**src/rtl/mips_mem_pkg.sv**
```systemverilog
// Shared types and helpers for the MIPS unified-memory arbiter.
// Holds the FSM state encoding, access-size codes and byte-lane generation.
package mips_mem_pkg;

    typedef enum logic [1:0] {
        ST_IDLE   = 2'd0,
        ST_ACCESS = 2'd1,
        ST_RESP   = 2'd2,
        ST_ERR    = 2'd3
    } state_e;

    localparam logic [1:0] SZ_BYTE = 2'd0;
    localparam logic [1:0] SZ_HALF = 2'd1;
    localparam logic [1:0] SZ_WORD = 2'd2;

    // Little-endian lanes: bit n of the enable covers byte address offset n.
    function automatic logic [3:0] be_gen(input logic [1:0] size, input logic [1:0] a);
        case (size)
            SZ_BYTE: return 4'b0001 << a;
            SZ_HALF: return 4'b0011 << a;
            SZ_WORD: return 4'b1111;
            default: return 4'b0000;
        endcase
    endfunction

endpackage

```
**src/rtl/mips_mem_arbiter_if.sv**
```systemverilog
// Bus bundle between the pipeline requesters, the arbiter and the unified memory.
// The arbiter takes the slave view; the core/memory side takes the master view.
interface mips_mem_arbiter_if #(
    parameter int unsigned ADDR_W = 32,
    parameter int unsigned DATA_W = 32
);
    logic              if_req;
    logic [ADDR_W-1:0] if_addr;
    logic [DATA_W-1:0] if_rdata;
    logic              if_ack;
    logic              if_err;

    logic              d_req;
    logic              d_we;
    logic [1:0]        d_size;
    logic [ADDR_W-1:0] d_addr;
    logic [DATA_W-1:0] d_wdata;
    logic [DATA_W-1:0] d_rdata;
    logic              d_ack;
    logic              d_err;

    logic              mem_en;
    logic              mem_we;
    logic [3:0]        mem_be;
    logic [ADDR_W-3:0] mem_addr;
    logic [DATA_W-1:0] mem_wdata;
    logic [DATA_W-1:0] mem_rdata;

    logic              stall;

    modport slave (
        input  if_req, if_addr, d_req, d_we, d_size, d_addr, d_wdata, mem_rdata,
        output if_rdata, if_ack, if_err, d_rdata, d_ack, d_err,
               mem_en, mem_we, mem_be, mem_addr, mem_wdata, stall
    );

    modport master (
        output if_req, if_addr, d_req, d_we, d_size, d_addr, d_wdata, mem_rdata,
        input  if_rdata, if_ack, if_err, d_rdata, d_ack, d_err,
               mem_en, mem_we, mem_be, mem_addr, mem_wdata, stall
    );
endinterface

```
**src/rtl/mips_mem_chk.sv**
```systemverilog
// Combinational legality check and lane formatting for the winning request.
// Fetches are always treated as aligned word reads with no write data.
module mips_mem_chk
    import mips_mem_pkg::*;
#(
    parameter int unsigned       ADDR_W     = 32,
    parameter int unsigned       DATA_W     = 32,
    parameter logic [ADDR_W-1:0] ADDR_LIMIT = 'h0000_0FFF
) (
    input  logic              is_d_i,
    input  logic [1:0]        size_i,
    input  logic [ADDR_W-1:0] addr_i,
    input  logic [DATA_W-1:0] wdata_i,
    output logic              err_o,
    output logic [3:0]        be_o,
    output logic [DATA_W-1:0] wdata_o
);
    logic [1:0] eff_size;
    logic       misaligned;

    assign eff_size = is_d_i ? size_i : SZ_WORD;

    always_comb begin
        misaligned = 1'b1;
        wdata_o    = '0;
        case (eff_size)
            SZ_BYTE: begin
                misaligned = 1'b0;
                wdata_o    = {4{wdata_i[7:0]}};
            end
            SZ_HALF: begin
                misaligned = addr_i[0];
                wdata_o    = {2{wdata_i[15:0]}};
            end
            SZ_WORD: begin
                misaligned = |addr_i[1:0];
                wdata_o    = is_d_i ? wdata_i : '0;
            end
            default: begin
                misaligned = 1'b1;
                wdata_o    = '0;
            end
        endcase
    end

    assign err_o = misaligned | (addr_i > ADDR_LIMIT);
    assign be_o  = be_gen(eff_size, addr_i[1:0]);

endmodule

```
**src/rtl/mips_mem_arbiter.sv**
```systemverilog
// Arbiter sharing one single-port memory between instruction fetch and load/store.
// Define MEM_ARB_RR_EN for round-robin arbitration; default is fixed D-over-IF priority.
module mips_mem_arbiter
    import mips_mem_pkg::*;
#(
    parameter int unsigned       ADDR_W      = 32,
    parameter int unsigned       DATA_W      = 32,
    parameter int unsigned       WAIT_CYCLES = 2,
    parameter logic [ADDR_W-1:0] ADDR_LIMIT  = 'h0000_0FFF
) (
    input logic               CLK,
    input logic               reset,
    mips_mem_arbiter_if.slave bus
);
    localparam int unsigned      CNT_W    = (WAIT_CYCLES > 1) ? $clog2(WAIT_CYCLES) : 1;
    localparam logic [CNT_W-1:0] CNT_LOAD = CNT_W'(WAIT_CYCLES - 1);

    state_e            state_q, state_d;
    logic [CNT_W-1:0]  cnt_q, cnt_d;
    logic              grant_d_q, grant_d_d;
    logic              start, capture, any_req, pick_d;
    logic [ADDR_W-1:0] sel_addr;
    logic              chk_err;
    logic [3:0]        chk_be;
    logic [DATA_W-1:0] chk_wdata;
    logic [ADDR_W-3:0] addr_q;
    logic [3:0]        be_q;
    logic [DATA_W-1:0] wdata_q;
    logic              we_q;
    logic [DATA_W-1:0] if_rdata_q, d_rdata_q;
    logic              access, done, in_err;

    assign any_req = bus.if_req | bus.d_req;

`ifdef MEM_ARB_RR_EN
    logic last_d_q;

    // On a collision the port that did not win last time goes first.
    assign pick_d = bus.d_req & (~bus.if_req | ~last_d_q);

    always_ff @(posedge CLK or negedge reset) begin
        if (!reset)                           last_d_q <= 1'b1;
        else if (state_q == ST_IDLE && any_req) last_d_q <= pick_d;
    end
`else
    assign pick_d = bus.d_req;
`endif

    assign sel_addr = pick_d ? bus.d_addr : bus.if_addr;

    mips_mem_chk #(
        .ADDR_W     (ADDR_W),
        .DATA_W     (DATA_W),
        .ADDR_LIMIT (ADDR_LIMIT)
    ) u_chk (
        .is_d_i  (pick_d),
        .size_i  (bus.d_size),
        .addr_i  (sel_addr),
        .wdata_i (bus.d_wdata),
        .err_o   (chk_err),
        .be_o    (chk_be),
        .wdata_o (chk_wdata)
    );

    always_ff @(posedge CLK or negedge reset) begin
        if (!reset) begin
            state_q   <= ST_IDLE;
            cnt_q     <= '0;
            grant_d_q <= 1'b0;
        end else begin
            state_q   <= state_d;
            cnt_q     <= cnt_d;
            grant_d_q <= grant_d_d;
        end
    end

    always_comb begin
        state_d   = state_q;
        cnt_d     = cnt_q;
        grant_d_d = grant_d_q;
        start     = 1'b0;
        capture   = 1'b0;
        case (state_q)
            ST_IDLE: begin
                if (any_req) begin
                    start     = 1'b1;
                    grant_d_d = pick_d;
                    if (chk_err) begin
                        state_d = ST_ERR;
                    end else begin
                        state_d = ST_ACCESS;
                        cnt_d   = CNT_LOAD;
                    end
                end
            end
            ST_ACCESS: begin
                if (cnt_q == '0) begin
                    capture = 1'b1;
                    state_d = ST_RESP;
                end else begin
                    cnt_d = cnt_q - 1'b1;
                end
            end
            ST_RESP: state_d = ST_IDLE;
            ST_ERR:  state_d = ST_IDLE;
            default: state_d = ST_IDLE;
        endcase
    end

    // Request fields are frozen at grant so the memory sees stable values for the whole access.
    always_ff @(posedge CLK) begin
        if (start) begin
            addr_q  <= sel_addr[ADDR_W-1:2];
            be_q    <= chk_be;
            wdata_q <= chk_wdata;
            we_q    <= pick_d & bus.d_we;
        end
    end

    always_ff @(posedge CLK or negedge reset) begin
        if (!reset) begin
            if_rdata_q <= '0;
            d_rdata_q  <= '0;
        end else if (capture) begin
            if (!grant_d_q)  if_rdata_q <= bus.mem_rdata;
            else if (!we_q)  d_rdata_q  <= bus.mem_rdata;
        end
    end

    assign access = (state_q == ST_ACCESS);
    assign in_err = (state_q == ST_ERR);
    assign done   = (state_q == ST_RESP) | in_err;

    assign bus.mem_en    = access;
    assign bus.mem_we    = access & we_q;
    assign bus.mem_be    = access ? be_q    : '0;
    assign bus.mem_addr  = access ? addr_q  : '0;
    assign bus.mem_wdata = access ? wdata_q : '0;

    assign bus.if_ack   = done & ~grant_d_q;
    assign bus.if_err   = in_err & ~grant_d_q;
    assign bus.d_ack    = done & grant_d_q;
    assign bus.d_err    = in_err & grant_d_q;
    assign bus.if_rdata = if_rdata_q;
    assign bus.d_rdata  = d_rdata_q;

    // Held low during reset so a core sitting in reset with requests high sees no stall.
    assign bus.stall = reset & ((bus.if_req & ~bus.if_ack) | (bus.d_req & ~bus.d_ack));

endmodule

```
**src/flat_wrapper.sv**
```systemverilog
// flat-port wrapper written by rule: the top's interface ports become plain ports
module mips_mem_arbiter_flat import mips_mem_pkg::*;
#(
    parameter int unsigned       ADDR_W      = 32,
    parameter int unsigned       DATA_W      = 32,
    parameter int unsigned       WAIT_CYCLES = 2,
    parameter logic [ADDR_W-1:0] ADDR_LIMIT  = 'h0000_0FFF
)
  (CLK, reset, bus_if_req, bus_if_addr, bus_d_req, bus_d_we, bus_d_size, bus_d_addr, bus_d_wdata, bus_mem_rdata, bus_if_rdata, bus_if_ack, bus_if_err, bus_d_rdata, bus_d_ack, bus_d_err, bus_mem_en, bus_mem_we, bus_mem_be, bus_mem_addr, bus_mem_wdata, bus_stall);
  mips_mem_arbiter_if #(.ADDR_W(ADDR_W), .DATA_W(DATA_W)) bus_i ();
  input logic CLK;
  input logic reset;
  input wire logic [$bits(bus_i.if_req)-1:0] bus_if_req;
  input wire logic [$bits(bus_i.if_addr)-1:0] bus_if_addr;
  input wire logic [$bits(bus_i.d_req)-1:0] bus_d_req;
  input wire logic [$bits(bus_i.d_we)-1:0] bus_d_we;
  input wire logic [$bits(bus_i.d_size)-1:0] bus_d_size;
  input wire logic [$bits(bus_i.d_addr)-1:0] bus_d_addr;
  input wire logic [$bits(bus_i.d_wdata)-1:0] bus_d_wdata;
  input wire logic [$bits(bus_i.mem_rdata)-1:0] bus_mem_rdata;
  output wire logic [$bits(bus_i.if_rdata)-1:0] bus_if_rdata;
  output wire logic [$bits(bus_i.if_ack)-1:0] bus_if_ack;
  output wire logic [$bits(bus_i.if_err)-1:0] bus_if_err;
  output wire logic [$bits(bus_i.d_rdata)-1:0] bus_d_rdata;
  output wire logic [$bits(bus_i.d_ack)-1:0] bus_d_ack;
  output wire logic [$bits(bus_i.d_err)-1:0] bus_d_err;
  output wire logic [$bits(bus_i.mem_en)-1:0] bus_mem_en;
  output wire logic [$bits(bus_i.mem_we)-1:0] bus_mem_we;
  output wire logic [$bits(bus_i.mem_be)-1:0] bus_mem_be;
  output wire logic [$bits(bus_i.mem_addr)-1:0] bus_mem_addr;
  output wire logic [$bits(bus_i.mem_wdata)-1:0] bus_mem_wdata;
  output wire logic [$bits(bus_i.stall)-1:0] bus_stall;
  assign bus_i.if_req = bus_if_req;
  assign bus_i.if_addr = bus_if_addr;
  assign bus_i.d_req = bus_d_req;
  assign bus_i.d_we = bus_d_we;
  assign bus_i.d_size = bus_d_size;
  assign bus_i.d_addr = bus_d_addr;
  assign bus_i.d_wdata = bus_d_wdata;
  assign bus_i.mem_rdata = bus_mem_rdata;
  assign bus_if_rdata = bus_i.if_rdata;
  assign bus_if_ack = bus_i.if_ack;
  assign bus_if_err = bus_i.if_err;
  assign bus_d_rdata = bus_i.d_rdata;
  assign bus_d_ack = bus_i.d_ack;
  assign bus_d_err = bus_i.d_err;
  assign bus_mem_en = bus_i.mem_en;
  assign bus_mem_we = bus_i.mem_we;
  assign bus_mem_be = bus_i.mem_be;
  assign bus_mem_addr = bus_i.mem_addr;
  assign bus_mem_wdata = bus_i.mem_wdata;
  assign bus_stall = bus_i.stall;
  mips_mem_arbiter #(.ADDR_W(ADDR_W), .DATA_W(DATA_W), .WAIT_CYCLES(WAIT_CYCLES), .ADDR_LIMIT(ADDR_LIMIT)) u_core (.CLK(CLK), .reset(reset), .bus(bus_i));
endmodule
```
**config.mk**
```make
export PLATFORM = sky130hd
export DESIGN_NAME = mips_mem_arbiter_flat
export DESIGN_NICKNAME = d
export VERILOG_FILES = /design/src/rtl/mips_mem_pkg.sv /design/src/rtl/mips_mem_arbiter_if.sv /design/src/rtl/mips_mem_chk.sv /design/src/rtl/mips_mem_arbiter.sv /design/src/flat_wrapper.sv
export SDC_FILE = /design/constraint.sdc
export NUM_CORES = 1
export LEC_CHECK = 0
export ABC_AREA = 1
export BUFFER_PORTS_ARGS = -buffer_cell sky130_fd_sc_hd__buf_2
export CAP_MARGIN = 20
export CELL_PAD_IN_SITES_DETAIL_PLACEMENT = 1
export CELL_PAD_IN_SITES_GLOBAL_PLACEMENT = 1
export CORE_UTILIZATION = 31
export DETAILED_ROUTE_END_ITERATION = 7
export PLACE_DENSITY_LB_ADDON = 0.1
export SLEW_MARGIN = 20
export SYNTH_ARGS = -nofsm -noshare
export SYNTH_HDL_FRONTEND = slang
export SYNTH_SLANG_ARGS = --single-unit
```
**constraint.sdc**
```tcl
create_clock -name CLK -period 2.7 [get_ports CLK]
set_clock_uncertainty 0.2 [all_clocks]
set_input_delay 0.54 -clock CLK [delete_from_list [all_inputs] [get_ports CLK]]
set_output_delay 0.54 -clock CLK [all_outputs]
set_load 0.02 [all_outputs]
```
Word level (Yosys, flattened, before mapping). Index checks and enable logic that the tools add are counted.

Multiplexer cells: 21. Bitwise operators: 17. Equal/unequal tests: 8. $lt $le $gt $ge: 1. Add/subtract/negate cells: 1. Shift operators: 2. Reduce and logical (&&, ||, !) cells: 10.

Operators by type and width (number): $mux W32 (3); $pmux W32 S3 (1); $gt A32 B12 Y1 const B (1); $mux W30 (1); $pmux W4 S3 (1); $and A1 B1 Y1 (9); $mux W2 (4); $mux W1 (7); $eq A2 B2 Y1 const B (3); $pmux W2 S3 (1); $reduce_and A2 Y1 (3); $reduce_and A3 Y1 (2); $eq A2 B1 Y1 const B (2); $logic_not A2 Y1 (2); $mux W4 (1); $ne A2 B2 Y1 const B (2); $not A1 Y1 (4); $or A1 B1 Y1 (4); $reduce_or A2 Y1 (2); $shl A1 B2 Y4 const A (1); $shl A2 B2 Y4 const A (1); $pmux W1 S3 (1); $ne A2 B1 Y1 const B (1); $pmux W1 S2 (1); other kinds (2) (2).

Bits in registers: 135. Output and inout bits: 137. Input port bits: 135. Word-level logic and storage cells: 69.

Logic depth before layout (Yosys ltp). Gate-level depths: netlist of run 1.

Depth after elaboration: 7. Mapped depth: 12. Gate-level depth less buffers: 10.

By module. Synthesis of run 1 repeated with hierarchy kept, for this count alone.

Cell total of the unflattened synthesis: 764. Area, all modules: 6378.6 µm².

Modules (own cells, without submodules): mips_mem_arbiter (area an instance 5711.7 µm², instances 1, seq. area each 3713.6 µm², cells each 627); mips_mem_chk (area an instance 666.9 µm², instances 1, seq. area each 0.0 µm², cells each 137).

Least setup slack after synthesis of run 1. OpenSTA, ideal clock, no wires.

Kind: input to register. Start: input bus_d_req. End: register u_core.addr_q[0], enable pin. Setup time: 422 ps. Data required time: 2078 ps. Arrival: 2263 ps. Setup slack: -185 ps. Cell stages on the path: 4. Buffers on the path: 2. Path through: buf_6 -> buf_4 -> o21ai_1 -> inv_1.

Word-level cells in the longest chain between the ends: 3.

RTL lines: start, declared (RTL line flat_wrapper.sv:15) `input wire logic [$bits(bus_i.d_req)-1:0] bus_d_req;`; $or A1 B1 Y1 (RTL line mips_mem_arbiter.sv:33) `assign any_req = bus.if_req | bus.d_req;`; $mux W1 (RTL line mips_mem_arbiter.sv:85) `if (any_req) begin`; $mux W1 (RTL line mips_mem_arbiter.sv:83) `case (state_q)`; named net u_core.start (RTL line mips_mem_arbiter.sv:21) `logic start, capture, any_req, pick_d;`; end signal, assigned (RTL line mips_mem_arbiter.sv:113) `addr_q <= sel_addr[ADDR_W-1:2];`; end, declared (RTL line mips_mem_arbiter.sv:26) `logic [ADDR_W-3:0] addr_q;`.

The timed path passes the listed nets, and every way through them passes these cells. A chain may end at the register's enable or synchronous reset.

Worst setup path in the final report of run 1.
Start: register u_core.state_q[0]. End: output bus_mem_we.

Word-level cells in the longest chain between the ends: 2.

RTL lines: start, declared (RTL line mips_mem_arbiter.sv:18) `state_e state_q, state_d;`; start signal, assigned (RTL line mips_mem_arbiter.sv:71) `state_q <= state_d;`; $eq A2 B1 Y1 (RTL line mips_mem_arbiter.sv:130) `assign access = (state_q == ST_ACCESS);`; $and A1 B1 Y1 (RTL line mips_mem_arbiter.sv:135) `assign bus.mem_we = access & we_q;`; end, declared (RTL line flat_wrapper.sv:28) `output wire logic [$bits(bus_i.mem_we)-1:0] bus_mem_we;`.

No other way between the ends.

==> results_dict.tcl, run 1 <==
set metrics [dict create \
    portBuffers 271 \
    slew_headroom_pct 40.5 \
    start_util_pct 31.9 \
    root_buffer "clkbuf_16" \
    ys_async_sr_fraction_pct 50.4 \
    synth_seq_cells 135 \
    chipHeight_um 147 \
    grt_max_degree 69 \
    finalCriticalPeriod_ns 2.49 \
    clock_latency_ns 0.42 \
    synthTopCellsByArea "edfxtp_1 31%, dfrtp_1 26%, inv_1 11%, nand2_1 10%, nor2_1 5.6%" \
    finalSetupViolCount 0 \
    yosysTopAreaCell "edfxtp_1" \
    fin_crit_sh_pct 92.1 \
    p_per_area_nw_per_um2 1100 \
    crit_buf_inv 4 \
    routabilityCongestion 0.749 \
    post_layout_nonfiller_instances 1321 \
    cap_viol_max_count 0 \
    cts.hold.buffers_added 0 \
    hold_viol 0 \
    dr.pass1.iters 4 \
    critical_path.max_stage_delay_ns 0.38 \
    rows 52 \
    synthCells 766 \
    postSynthAreaPerCell_um2 8.49 \
    worst_hold_path_type "in2async" \
    synthMuxAreaShare_pct 0 \
    via_per_inst 4.21 \
    place_area_um2 8160 \
    rsz0062_at_grt "no" \
    post-cts-setup-buffers 0 \
    wl_um 18400 \
    first_global_vias 5645 \
    die_x_um 147 \
    tightest_slew_ns 0.893 \
    crit_arrival_ns 1.75 \
    synthXorXnorAreaFrac_pct 0 \
    finalMaxSlewViolations 0 \
    synth_common_cells "198 x inv_1, 177 x nand2_1, 97 x nor2_1" \
    die_area_um2 21600 \
    slowest_stage "dfrtp_1" \
    synth_compound_area_share_pct 10.6 \
    finalPower_mw 9.64 \
    ios 272 \
    syn_area_um2 6500 \
    path_clk_slew_ns 0.06 \
    clock.fmax_mhz 402 \
    cpLargestDelayFamily "buffers and inverters" \
    ys_types 28 \
    final_cell_area_um2 8770 \
    worstPathMaxFanout 32 \
    yosysWarningCount 0 \
    drive_gt1_share_pct 34.0 \
    vias 5561 \
    cts_inserted_buffers 17 \
    p_leak_nw 5.00 \
    overflow 0 \
    finish.utilization_pct 43.1 \
    post_drt_wl_per_cell_um 13.9 \
    synthAdderAreaFrac_pct 0 \
    core_um2 20400 \
    cts_tree "yes" \
    outcome "complete, no violations" \
    end_kind "primary output" \
    ys_seq_area_share_pct 57.1 \
    track_usage_pct 17.7 \
    drc 0 \
    cp_cell_sequence "inv_2, nor2_4, inv_4, buf_4, nor2_1, buf_2" \
    yosys_most_used_dff "dfrtp_1" \
    grt_pass1_wl_um 29600 \
    setup-tns-final_ns 0 \
    worst_setup_path_start_kind "register" \
    n_antenna_cell 0 \
    cts_sinks 135 \
    synth_top_family_by_area "simple AND/OR/NAND/NOR gates" \
    dp_hpwl_um 13700 \
    yosysTopAreaCellShare_pct 30.9 \
    antenna_found_initial 1 \
    syn_to_final_growth_pct 34.9 \
    yosys.area_share.simple_pct 17.4 \
    path_class "reg2out" \
    synth_edf_count 67 \
    synth_nets 901 \
    ant_nets 0 \
    crit_required_ns 1.96 \
    dpl.cell_count 1290 \
    synth_most_common_cell "inv_1" \
    fillers 2553 \
    drt_iter0_markers 223 \
    clock_path_buffers 2 \
    cts-htree-levels 4 \
    peakVddDrop_mv 0.440 \
    nets 1174 \
]
==> timing repair <==
action / in CTS / in global routing
hold endpoints to repair: 0 / 0
endpoints found under the setup margin: 34 / 0
gates resized for setup: 1 / 0
==> final timing paths <==
check | startpoint | end | slack (ns) | depth (start not counted)
worst max-delay path | u_core.state_q[0] | bus_mem_we | 0.21 | 6
worst min-delay path | reset | u_core.bus.d_rdata[0] | 0.16 | 2
worst max register to register | u_core.state_q[1] | u_core.bus.d_rdata[25] | 0.66 | 7
worst min register to register | u_core.bus.d_rdata[19] | u_core.bus.d_rdata[19] | 0.27 | 2
max in group asynchronous | reset | u_core.grant_d_q | 1.56 | 2
min in group CLK | bus_mem_rdata[27] | u_core.bus.d_rdata[27] | 0.18 | 3
==> worst reg2reg max path: cells and delay by family, from the launching register on <==
family / cells / cell delay [ns]
AO/OA/AOI/OAI: 1 / 0.05
AND/OR/NAND/NOR: 4 / 0.77
buffers and inverters: 2 / 0.47
flip-flops: 1 / 0.44
==> layout by cell type, fill, tap and decap left out, types with 3 or more instances in the layout <==
cell type / instances
o21ai_0: 38
nand2_1: 177
o21ai_2: 31
o21ai_1: 23
o22ai_1: 8
inv_1: 197
a21oi_1: 8
buf_4: 8
buf_2: 271
inv_4: 3
inv_6: 5
edfxtp_1: 67
nor2_1: 97
buf_12: 5
nand3_1: 6
clkbuf_16: 19
dfrtp_1: 68
==> stage by stage <==
step           hold WS [ns]  setup slack, ns
2_1_floorplan        0.0444           0.0322
3_3_place_gp          0.260            0.317
3_5_place_dp          0.264            0.286
4_1_cts               0.162            0.168
5_1_grt               0.176           0.0632
6_report              0.157            0.212
==> where the power goes <==
group | switching, mW | leakage, nW | internal [mW]
Clock | 0.928 | 0.303 | 1.48
Combinational | 2.59 | 3.23 | 1.21
Sequential | 0.337 | 1.47 | 3.10
Total | 3.85 | 5.00 | 5.79
==> logic make-up after synthesis <==
logic type	count (synthesis)
DFF	135
buffers and inverters	232
AOI/OAI and AO/OA	111
and+or+nand+nor	288
==> state kept, by name, indices dropped and copies added, names as in the netlist <==
name / cells
u_core.we_q: 1
u_core.bus.if_rdata: 32
u_core.be_q: 4
u_core.bus.d_rdata: 32
u_core.state_q: 2
u_core.wdata_q: 32
u_core.grant_d_q: 1
u_core.cnt_q: 1
u_core.addr_q: 30
==> layout make-up <==
| class | count | area, µm² | share of cell area (%) |
|---|---|---|---|
| Clock inverter | 11 | 130 | 1.48 |
| Timing Repair Buffer | 284 | 1520 | 17.3 |
| Clock buffer | 20 | 479 | 5.46 |
| Inverter | 202 | 772 | 8.80 |
| Multi-Input combinational cell | 399 | 1820 | 20.8 |
| Sequential cell | 135 | 3710 | 42.3 |
| Tap cell | 270 | 338 | 3.85 |
==> routing by layer <==
| metal | up-vias | track usage, % | part of all wire, % |
|---|---|---|---|
| met5 | - | 0 | 0.043 |
| met2 | 172 | 29.3 | 47 |
| met4 | 2 | 5.16 | 1.0 |
| li1 | 2835 | - | - |
| met3 | 15 | 5.31 | 7.1 |
| met1 | 2537 | 22.4 | 44 |
No activity file was read; power rests on OpenSTA's default activity.
==> inputs of run 2 (changes only) <==
--- a/config.mk
+++ b/config.mk
@@ -10,7 +10,7 @@
 export CAP_MARGIN = 20
 export CELL_PAD_IN_SITES_DETAIL_PLACEMENT = 1
 export CELL_PAD_IN_SITES_GLOBAL_PLACEMENT = 1
-export CORE_UTILIZATION = 31
+export CORE_UTILIZATION = 37
 export DETAILED_ROUTE_END_ITERATION = 7
 export PLACE_DENSITY_LB_ADDON = 0.1
 export SLEW_MARGIN = 20
==> constraint.sdc (replaced) <==
create_clock -name CLK -period 3 [get_ports CLK]
set_clock_uncertainty 0.2 [all_clocks]
set_input_delay 0.6 -clock CLK [delete_from_list [all_inputs] [get_ports CLK]]
set_output_delay 0.6 -clock CLK [all_outputs]
set_load 0.02 [all_outputs]
==> results_dict.tcl, run 2 (synthesis results as in run 1) <==
set metrics [dict create \
    finalPower_mw 8.51 \
    finalCriticalPeriod_ns 2.67 \
    n_antenna_cell 0 \
    layout_setup_ws_ns 0.332 \
    grt_max_degree 69 \
    cts.hold.buffers_added 0 \
    wl_um 17800 \
    drc 0 \
    top_layer_used "met4" \
    die_x_um 135 \
    cts-htree-levels 4 \
    overflow 0 \
    root_buffer "clkbuf_16" \
    via_per_inst 4.41 \
    cap_viol_max_count 0 \
    dr.pass1.iters 4 \
    syn_to_final_growth_pct 32.7 \
    dpl.cell_count 1240 \
    first_global_vias 5552 \
    finalMaxSlewViolations 0 \
    place_area_um2 8040 \
    drt_iter0_markers 241 \
    combPwrFrac_pct 39.3 \
    p_seq_share_pct 36.4 \
    peakVddDrop_mv 0.433 \
    cts_inserted_buffers 17 \
    p_leak_nw 4.97 \
    rsz0062_at_grt "no" \
    drive_gt1_share_pct 33.6 \
    dp_slack_ns 0.566 \
    clock_path_buffers 2 \
    setup-tns-final_ns 0 \
    p_sw_mw 3.43 \
    wl_met2_um 8550 \
    track_usage_pct 20.0 \
    layout_commonest_cell "buf_2" \
    p_per_area_nw_per_um2 986 \
    grt_pass1_wl_um 27900 \
    clock_latency_ns 0.41 \
    cts_sinks 135 \
    p_clk_share_pct 24.4 \
    worst_setup_path_start_kind "register" \
    power.internal_mw 5.08 \
    tightest_slew_ns 0.874 \
    post_cts_resized 0 \
    final_cell_area_um2 8630 \
    whs_ns 0.236 \
    post-cts-setup-buffers 0 \
    die_area_um2 18100 \
    nets 1169 \
    ios 272 \
    wl_met1_um 7880 \
    vias 5613 \
    worst_hold_path_type "in2reg" \
    rows 48 \
    worstPathMaxFanout 45 \
    fin_crit_sh_pct 88.9 \
    chipHeight_um 135 \
    slew_headroom_pct 41.7 \
    crit_required_ns 2.20 \
    finalSetupViolCount 0 \
    start_util_pct 37.7 \
    clock.fmax_mhz 375 \
    switching_share_pct 40.3 \
    post_drt_wl_per_cell_um 14.0 \
    core_um2 17200 \
    ant_nets 0 \
    dp_hpwl_um 13300 \
    routed-wl-met3_um 1010 \
    end_kind "primary output" \
    portBuffers 271 \
    antenna_found_initial 0 \
    path_clk_slew_ns 0.06 \
    post_layout_nonfiller_instances 1272 \
    crit_arrival_ns 1.87 \
    routabilityCongestion 0.802 \
    layout_common_cells "271 x buf_2, 197 x inv_1, 177 x nand2_1" \
    finish.utilization_pct 50.1 \
    outcome "complete, no violations" \
    hold_viol 0 \
    cts_tree "yes" \
    path_class "reg2out" \
]
## run 2: cell count changes in the layout (fill, tap and decap cells not counted), moves of 2 or more
| cell | previous run | this run |
|---|---|---|
| inv_2 | 1 | 3 |
| clkinv_2 | 1 | 3 |
| clkinv_4 | 1 | 3 |
| buf_4 | 8 | 5 |
| buf_12 | 5 | 3 |
| inv_4 | 3 | 1 |
## run 2: final timing paths
| kind | start | end | slack, ns | cells after the start |
|---|---|---|---|---|
| max | u_core.state_q[0] | bus_mem_be[0] | 0.33 | 6 |
| min | bus_mem_rdata[27] | u_core.bus.d_rdata[27] | 0.24 | 3 |
| max reg2reg | u_core.state_q[1] | u_core.bus.d_rdata[6] | 1.05 | 7 |
| min reg2reg | u_core.bus.d_rdata[10] | u_core.bus.d_rdata[10] | 0.28 | 2 |
| max in group asynchronous | reset | u_core.state_q[1] | 1.78 | 2 |
| min in group asynchronous | reset | u_core.bus.d_rdata[14] | 0.25 | 2 |
## run 2: per-layer routing
layer	global-route usage, %	up-vias
li1	-	2828
met4	7.43	0
met1	25.1	2583
met5	0	-
met3	4.65	23
met2	33.7	179
## run 2: critical path, cell delays in order (launching register included)
cell and delay (ns):
dfrtp_1 0.39, inv_2 0.12, nor2_4 0.05, inv_2 0.14, buf_4 0.43, nor2_1 0.13, buf_2 0.19
## run 2: power by group through the flow
stage	Clock, mW	Sequential, mW	Combinational, mW
finish	2.07	3.10	3.34
global route	2.19	3.19	3.67
CTS	2.12	3.10	3.40
detailed placement	0	3.13	3.39
global placement	0	3.10	3.33
floorplan	0	3.66	1.62
## run 2: layout make-up
class	count	area, µm²
Clock inverter	12	113
Multi-Input combinational cell	399	1820
Clock buffer	20	479
Tap cell	225	282
Inverter	202	766
Sequential cell	135	3710
Fill cell	2169	8610
Timing Repair Buffer	279	1450
==> inputs of run 3 (changes only) <==
--- a/config.mk
+++ b/config.mk
@@ -10,7 +10,7 @@
 export CAP_MARGIN = 20
 export CELL_PAD_IN_SITES_DETAIL_PLACEMENT = 1
 export CELL_PAD_IN_SITES_GLOBAL_PLACEMENT = 1
-export CORE_UTILIZATION = 37
+export CORE_UTILIZATION = 31
 export DETAILED_ROUTE_END_ITERATION = 7
 export PLACE_DENSITY_LB_ADDON = 0.1
 export SLEW_MARGIN = 20
==> constraint.sdc (replaced) <==
create_clock -name CLK -period 2.15 [get_ports CLK]
set_clock_uncertainty 0.2 [all_clocks]
set_input_delay 0.43 -clock CLK [delete_from_list [all_inputs] [get_ports CLK]]
set_output_delay 0.43 -clock CLK [all_outputs]
set_load 0.02 [all_outputs]
==> results_dict.tcl, run 3 (synthesis results as in run 1) <==
set metrics [dict create \
    clock.fmax_mhz 461 \
    nets 1186 \
    r2r_cells 10 \
    min_path_cells 3 \
    fillers 2517 \
    violations "negative setup slack" \
    clock_latency_ns 0.42 \
    ff_latch_area_um2 3710 \
    rows 52 \
    p_per_area_nw_per_um2 1390 \
    crit_arrival_ns 1.54 \
    chipHeight_um 147 \
    crit_required_ns 1.52 \
    r2r_end "u_core.bus.d_rdata[12]" \
    cap_viol_max_count 0 \
    hold_viol 0 \
    dr.pass1.iters 4 \
    layout_commonest_cell "buf_2" \
    path_class "reg2out" \
    p_leak_nw 5.14 \
    routabilityCongestion 0.758 \
    cts_tree "yes" \
    rsz0062_at_grt "yes" \
    start_util_pct 31.9 \
    overflow 0 \
    post_drt_wl_per_cell_um 14.4 \
    wl_um 19300 \
    min_delay_worst_endpoint "u_core.bus.d_rdata[30]" \
    regToRegSetupSlack_ns 0.12 \
    clock_path_buffers 2 \
    dp_hpwl_um 13600 \
    drc 0 \
    layout_setup_ws_ns -0.0173 \
    worstPathMaxFanout 8 \
    slew_headroom_pct 57.4 \
    tightest_slew_ns 0.634 \
    worst_setup_path_start_kind "register" \
    finish.utilization_pct 46.5 \
    track_usage_pct 18.5 \
    die_area_um2 21600 \
    drive_gt1_share_pct 38.6 \
    outcome "finished, violations left" \
    ios 272 \
    root_buffer "clkbuf_16" \
    cts_sinks 135 \
    syn_to_final_growth_pct 45.7 \
    grt_pass1_wl_um 30700 \
    path_clk_slew_ns 0.06 \
    worstHoldStart "bus_mem_rdata[30]" \
    end_kind "primary output" \
    core_um2 20400 \
    peakVddDrop_mv 0.531 \
    vias 5676 \
    dp_slack_ns 0.0816 \
    drt_iter0_markers 162 \
    portBuffers 271 \
    first_global_vias 5857 \
    grt_max_degree 69 \
    cts_inserted_buffers 17 \
    die_x_um 147 \
    worst_hold_path_type "in2reg" \
    cts-htree-levels 4 \
    multi_input_area_um2 2020 \
    ant_nets 0 \
    layout_common_cells "202 x buf_2, 196 x inv_1, 177 x nand2_1" \
    finalSetupViolCount 15 \
    finalCriticalPeriod_ns 2.17 \
    via_per_inst 4.25 \
    finalMaxSlewViolations 0 \
    fin_crit_sh_pct 101 \
    antenna_found_initial 3 \
    r2r-start "u_core.state_q[0]" \
]
==> run 3: where the power goes <==
group / leakage, nW / internal (mW) / switching [mW] / total (mW)
clock: 0.314 / 1.99 / 1.13 / 3.12
sequential: 1.47 / 3.90 / 0.420 / 4.32
combinational: 3.36 / 2.12 / 3.62 / 5.74
==> run 3: metal layers <==
metal / vias to the layer above / part of all wire, % / global-route usage (%)
li1: 2867 / - / -
met1: 2619 / 42 / 23.0
met2: 165 / 50 / 30.7
met3: 21 / 6.8 / 5.99
met4: 4 / 1.1 / 5.16
met5: - / 0.11 / 0
==> run 3: worst max path at each step <==
stage                       from                end  slack (ns)
2_1_floorplan          bus_d_req   u_core.addr_q[0]       -0.29
3_3_place_gp           bus_d_req          bus_stall        0.07
3_5_place_dp           bus_d_req          bus_stall        0.08
4_1_cts        u_core.state_q[0]  bus_mem_wdata[23]       -0.03
5_1_grt        u_core.state_q[0]   bus_mem_wdata[4]       -0.11
6_report       u_core.state_q[0]   bus_mem_addr[29]       -0.02
==> run 3: layout make-up <==
type	instances	area share (%)
Antenna cell	1	0.0264
Clock buffer	25	5.69
Clock inverter	7	1.06
Inverter	202	8.20
Multi-Input combinational cell	399	21.3
Sequential cell	135	39.2
Tap cell	270	3.57
Timing Repair Buffer	296	21.0
==> run 3: worst max-delay path, stage by stage, from the launching register on <==
cell and delay, ns:
dfrtp_1 0.35, inv_2 0.06, nor2_4 0.17, inv_8 0.10, clkbuf_16 0.18, nor2_1 0.09
buf_4 0.15
==> run 3: repair_timing <==
action	in CTS	in global routing
pin swaps	1	1
gates cloned	3	3
setup endpoints to repair	67	67
endpoints found under the hold margin	68	0
hold buffers	1	0
resized for setup	112	47
buffers inserted	4	0
==> run 3: stage by stage <==
stage	hold WS (ns)	TNS, ns	area, µm²	total power, mW	cells
floorplan	-0.0656	-19.78	6530	7.38	766
global placement	0.260	0	8200	9.16	1291
detailed placement	0.267	0	8200	9.25	1291
CTS	0.0475	-0.331	9270	13.1	1331
global route	0.0587	-4.23	9480	14.0	1335
finish	0.0676	-0.103	9480	13.2	1335
